--- src/rtl/mem_fill_arbiter.sv ---
// ============================================================================
// Module      : mem_fill_arbiter
// Description : Shares one pipelined, fixed-latency memory port between
//               I-cache and D-cache line fills.
//               D-side misses win arbitration.
//               Each fill issues LINE_WORDS reads, then steers the returning
//               words into the granted cache.
//               Optional macro CRITICAL_WORD_FIRST_EN starts each line at the
//               missed word and wraps around the line.
// Revision    : 1.0 - initial release
// ============================================================================
`default_nettype none

module mem_fill_arbiter #(
    parameter int LINE_WORDS = 8,
    parameter int ADDR_W     = 16
) (
    input  logic                          clk,
    input  logic                          rst,
    input  logic                          i_miss,
    input  logic [ADDR_W-1:0]             i_addr,
    input  logic                          d_miss,
    input  logic [ADDR_W-1:0]             d_addr,
    input  logic [15:0]                   mem_rdata,
    input  logic                          mem_rvalid,
    output logic                          mem_en,
    output logic [ADDR_W-1:0]             mem_addr,
    output logic [15:0]                   fill_data,
    output logic [$clog2(LINE_WORDS)-1:0] fill_word,
    output logic                          fill_we_i,
    output logic                          fill_we_d,
    output logic                          i_done,
    output logic                          d_done,
    output logic                          i_stall,
    output logic                          d_stall,
    output logic                          busy
);

    localparam int WW    = $clog2(LINE_WORDS);
    localparam int OFF_W = WW + 1;
    localparam logic [WW-1:0] LAST_WORD = WW'(LINE_WORDS - 1);

    typedef enum logic [1:0] {
        S_IDLE  = 2'd0,
        S_ISSUE = 2'd1,
        S_DRAIN = 2'd2,
        S_DONE  = 2'd3
    } state_t;

    state_t                    state_q, state_d;
    logic [WW-1:0]             issue_cnt_q, issue_cnt_d;
    logic [WW-1:0]             ret_cnt_q, ret_cnt_d;
    logic                      gnt_dside_q, gnt_dside_d;
    logic [ADDR_W-1:OFF_W]     line_q, line_d;
    logic [WW-1:0]             issue_word;
    logic [WW-1:0]             ret_word;
    logic                      accept;

    // The byte offset within the line never reaches the memory directly.
    logic unused_addr_bits;
    assign unused_addr_bits = ^{i_addr[OFF_W-1:0], d_addr[OFF_W-1:0]};

`ifdef CRITICAL_WORD_FIRST_EN
    logic [WW-1:0] start_q, start_d;

    // Word order rotates from the missed word; the sum wraps modulo the line.
    assign issue_word = start_q + issue_cnt_q;
    assign ret_word   = start_q + ret_cnt_q;
`else
    assign issue_word = issue_cnt_q;
    assign ret_word   = ret_cnt_q;
`endif

    always_ff @(posedge clk or posedge rst) begin
        if (rst) begin
            state_q     <= S_IDLE;
            issue_cnt_q <= '0;
            ret_cnt_q   <= '0;
            gnt_dside_q <= 1'b0;
            line_q      <= '0;
`ifdef CRITICAL_WORD_FIRST_EN
            start_q     <= '0;
`endif
        end else begin
            state_q     <= state_d;
            issue_cnt_q <= issue_cnt_d;
            ret_cnt_q   <= ret_cnt_d;
            gnt_dside_q <= gnt_dside_d;
            line_q      <= line_d;
`ifdef CRITICAL_WORD_FIRST_EN
            start_q     <= start_d;
`endif
        end
    end

    always_comb begin
        state_d     = state_q;
        issue_cnt_d = issue_cnt_q;
        ret_cnt_d   = ret_cnt_q;
        gnt_dside_d = gnt_dside_q;
        line_d      = line_q;
`ifdef CRITICAL_WORD_FIRST_EN
        start_d     = start_q;
`endif
        mem_en      = 1'b0;
        mem_addr    = '0;
        fill_data   = '0;
        fill_word   = '0;
        fill_we_i   = 1'b0;
        fill_we_d   = 1'b0;
        i_done      = 1'b0;
        d_done      = 1'b0;
        accept      = mem_rvalid && ((state_q == S_ISSUE) || (state_q == S_DRAIN));

        case (state_q)
            S_IDLE: begin
                // The MEM-stage instruction is older, so its miss goes first.
                if (d_miss) begin
                    gnt_dside_d = 1'b1;
                    line_d      = d_addr[ADDR_W-1:OFF_W];
`ifdef CRITICAL_WORD_FIRST_EN
                    start_d     = d_addr[OFF_W-1:1];
`endif
                    issue_cnt_d = '0;
                    ret_cnt_d   = '0;
                    state_d     = S_ISSUE;
                end else if (i_miss) begin
                    gnt_dside_d = 1'b0;
                    line_d      = i_addr[ADDR_W-1:OFF_W];
`ifdef CRITICAL_WORD_FIRST_EN
                    start_d     = i_addr[OFF_W-1:1];
`endif
                    issue_cnt_d = '0;
                    ret_cnt_d   = '0;
                    state_d     = S_ISSUE;
                end
            end
            S_ISSUE: begin
                mem_en      = 1'b1;
                mem_addr    = {line_q, issue_word, 1'b0};
                issue_cnt_d = issue_cnt_q + WW'(1);
                if (issue_cnt_q == LAST_WORD) begin
                    state_d = S_DRAIN;
                end
            end
            S_DRAIN: begin
                state_d = S_DRAIN;
            end
            S_DONE: begin
                i_done  = ~gnt_dside_q;
                d_done  = gnt_dside_q;
                state_d = S_IDLE;
            end
            default: begin
                state_d = S_IDLE;
            end
        endcase

        // Returns may overlap issue when memory latency is short.
        if (accept) begin
            fill_data = mem_rdata;
            fill_word = ret_word;
            fill_we_i = ~gnt_dside_q;
            fill_we_d = gnt_dside_q;
            ret_cnt_d = ret_cnt_q + WW'(1);
            if (ret_cnt_q == LAST_WORD) begin
                state_d = S_DONE;
            end
        end
    end

    assign i_stall = i_miss & ~i_done;
    assign d_stall = d_miss & ~d_done;
    assign busy    = (state_q != S_IDLE);

endmodule

`default_nettype wire

--- config.mk ---
export PLATFORM = sky130hd
export DESIGN_NAME = mem_fill_arbiter
export DESIGN_NICKNAME = d
export VERILOG_FILES = /design/src/rtl/mem_fill_arbiter.sv
export SDC_FILE = /design/constraint.sdc
export NUM_CORES = 1
export LEC_CHECK = 0
export CAP_MARGIN = 10
export CORE_AREA = 2 2 81 52
export DETAILED_ROUTE_END_ITERATION = 8
export DIE_AREA = 0 0 83 54
export PLACE_DENSITY = 0.83
export SYNTH_ARGS = -nofsm -noshare
export SYNTH_HDL_FRONTEND = slang
export SYNTH_SLANG_ARGS = --single-unit
--- constraint.sdc ---
create_clock -name clk -period 2.3 [get_ports clk]
set_input_delay 0.23 -clock clk [delete_from_list [all_inputs] [get_ports clk]]
set_output_delay 0.23 -clock clk [all_outputs]
set_load 0.01 [all_outputs]
==> results of run 1 <==
-- flip-flops by register name, summed over array words and instances (netlist names) --
signal / cells
line_q: 12
issue_cnt_q: 3
ret_cnt_q: 3
state_q: 2
gnt_dside_q: 1
-- power by group through the flow --
stage	logic (mW)	clock network, mW	registers (mW)
after floorplan	0.878	0	0.630
after global placement	1.63	0	0.658
after detailed placement	1.67	0	0.668
after CTS	1.72	0.249	0.661
after global routing	1.95	0.272	0.684
final	1.77	0.245	0.660
-- cells by family after synthesis --
family / Yosys count / synth area share, %
AO/OA/AOI/OAI: 23 / 11.1
adder cells (fa/ha/maj): 8 / 7.52
buffers and inverters: 15 / 5.07
flip-flops: 21 / 39.5
multiplexers: 12 / 9.02
other: 1 / 0.282
AND/OR/NAND/NOR: 66 / 27.5
-- final cells by class --
| class | instances | share of cell area [%] |
|---|---|---|
| Clock buffer | 4 | 1.93 |
| Multi-Input combinational cell | 110 | 32.2 |
| Inverter | 4 | 0.643 |
| Sequential cell | 21 | 22.5 |
| Tap cell | 50 | 2.68 |
| Timing Repair Buffer | 96 | 40.1 |
-- layout by cell type, fill, tap and decap left out --
cell / netlist / routed
conb_1: 1 / 1
nand2_1: 16 / 16
buf_4: 2 / 10
a32o_1: 2 / 2
dfrtp_1: 21 / 21
nor2_1: 1 / 1
ha_1: 8 / 7
clkbuf_1: 6 / 1
clkdlybuf4s50_1: 0 / 86
nor2b_1: 5 / 5
or3b_4: 1 / 1
o21ai_2: 2 / 2
and3_1: 20 / 20
nand3_1: 7 / 7
ha_4: 0 / 1
inv_1: 4 / 4
clkbuf_8: 0 / 3
o21a_1: 1 / 1
and2_1: 16 / 16
a22o_2: 2 / 2
mux2i_1: 12 / 12
o211ai_1: 1 / 1
o21ai_0: 15 / 15
-- final timing paths --
path / startpoint / end / slack, ps / cells after the start
max in group asynchronous: rst / state_q[1] / 1350 / 2
min in group clk: line_q[9] / line_q[9] / 480 / 2
max reg2reg: state_q[1] / issue_cnt_q[1] / 740 / 4
min reg2reg: line_q[9] / line_q[9] / 480 / 2
max: state_q[1] / fill_data[3] / 100 / 5
min: rst / line_q[6] / 440 / 2
-- cell usage after synthesis, types with 2 or more instances --
| cell type | n |
|---|---|
| and2_1 | 16 |
| nor2b_1 | 5 |
| and3_1 | 20 |
| buf_4 | 2 |
| mux2i_1 | 12 |
| a32o_1 | 2 |
| dfrtp_1 | 21 |
| buf_2 | 3 |
| o21ai_0 | 15 |
| o21ai_2 | 2 |
| ha_1 | 8 |
| a22o_2 | 2 |
| inv_1 | 4 |
| nand3_1 | 7 |
| nand2_1 | 16 |
| clkbuf_1 | 6 |
-- what timing repair did --
item,in CTS,in global routing
gates cloned,0,0
pin swaps,0,1
setup endpoints to repair,14,8
gates resized for setup,2,0
buffers inserted,0,3
-- per-stage QoR --
stage | setup TNS [ps] | util [%] | std cells | setup WS [ps] | power [mW]
after detailed placement | 0 | 58.5 | 278 | 116 | 2.34
after CTS | 0 | 60.0 | 282 | 59.6 | 2.63
after global routing | -69.5 | 60.6 | 285 | -25.5 | 2.90
final | 0 | 60.6 | 285 | 95.3 | 2.68
after global placement | 0 | 58.5 | 278 | 155 | 2.29
after floorplan | 0 | - | 146 | 695 | 1.51
-- worst max-delay path, stage by stage (launching register included) --
cell and delay, ps:
dfrtp_1 410, inv_1 110, ha_4 350, buf_4 150
and3_1 160, clkdlybuf4s50_1 530
-- metal layers --
metal | global-route usage (%) | wire length (um)
met2 | 27.2 | 1740
met5 | 0 | 0
met1 | 21.2 | 1760
met4 | 4.10 | 22
met3 | 4.75 | 191
==> summary.txt, run 1 <==
Outcome
  • Outcome: complete, no violations

Synthesis
  • Synth Warn #: 0
  • Post-synthesis sequential area ratio: 39.5%
  • EDFF count, synth: 0
  • Count of state elements after synthesis: 21
  • Synth Net Count: 207
  • Top_reg_cell synth: dfrtp_1
  • Synth top area share: 39.5%
  • Synth top area cells: dfrtp_1 39%, and3_1 9.4%, mux2i_1 9.0%
  • Area leader, netlist: dfrtp_1
  • Post-Syn Area: 0.00133 mm2
  • Share of flip-flops with an asynchronous set or reset: 100%
  • Yosys cell types: 21
  • Syn_area_per_cell: 9.12 um2
  • Synthesized instance count: 146

Routing
  • DRT iter0 DRCs: 25
  • Drt drc: 0
  • Drt via density: 4.72
  • Final ANT Viol Nets: 0
  • Drt pass-1 iters: 4
  • Routed WL: about 3700 um
  • WL per Instance: 13.0 um
  • Total number of vias: roughly 1300

Power
  • Switch Pwr: 1.00 mW
  • VDD IR-drop max: 0.654 mV
  • Static Leak: 1.09 nW
  • Power Internal: 1.67 mW
  • Power per cell area: around 1100 mW/mm2
  • Sw Ratio: between 30% and 40%
  • Clk network pwr share: under 10%
  • Logic pwr share: 66.2%
  • Power share of the sequential group: 24.7%

Die
  • Die X: between 80 and 90 um
  • Core box area: 0.00385 mm2
  • # IOs: 96
  • # rows: 18
  • Initial Util: 34.6%
  • Die area: 0.00448 mm2
  • Chip Height: around 54 um

Placed design
  • GP Congestion: 0.817
  • Placed instance area: 0.00225 mm2
  • PortBufs: 86
  • DP HPWL: slightly below 3000 um

Clock network
  • Hold buffers post-CTS: 0
  • Max clock buf depth: 2
  • Num CTS Buffers: 3
  • Clk_lat worst skew: 260 ps
  • TritonCTS clock tree: yes
  • H-tree depth: 1
  • Reg clk slew, reported paths: 80 ps
  • CTS sink cnt: 21
  • Root buffer cell: clkbuf_8

Layout
  • NumNets Final: about 300
  • Share of layout cells above drive strength 1: 8.09%
  • Fillers: 356
  • Post-route cell area: about 0.0023 mm2
  • Multi-input logic area: 751 um2
  • Sequential cell area: 526 um2
  • Area Growth Syn to Fin: 75.4%
  • N_diodes: 0

GRT
  • Vias in the first global route: between 1000 and 1500
  • Grt total ovfl: 0
  • Initial antenna violation count: 0
  • GRT Total Usage: 16.3%
  • Largest net degree at the start of global routing: 22
  • First-pass GRT wire length: approximately 5700 um

Setup path
  • Max FO, Critical Path: 13
  • Crit path capture type: output pin
  • Critical path class: reg -> out
  • CP required: 2070 ps
  • Critical Path Source Type: register
  • Critical Path AT: 1970 ps

STA
  • Slew at the pin closest to its max-slew limit: 825 ps
  • Final Cycle Share: 95.9%
  • Pins Over Slew Limit: 0
  • Hold Slack: 435 ps
  • Highest clock rate: 0.454 GHz
  • Hold Fails Final Rpt: 0
  • Clk_skew: 1.80 ps
  • Final setup viols: 0
  • Final min period: between 2000 and 2500 ps
  • Slew Limit Headroom: 44.9%

Flow run
  • Max cap viols: 0

Worst hold path
  • Hold/Removal Path Class: in -> async
Note: power is estimated with default switching activity, not from simulation.
==> inputs of run 2 (changes only) <==
- GPL_ROUTABILITY_DRIVEN: unset -> 0
==> results of run 2 <==
Same layout as run 1: the final DEF is identical, and so are final timing and power.
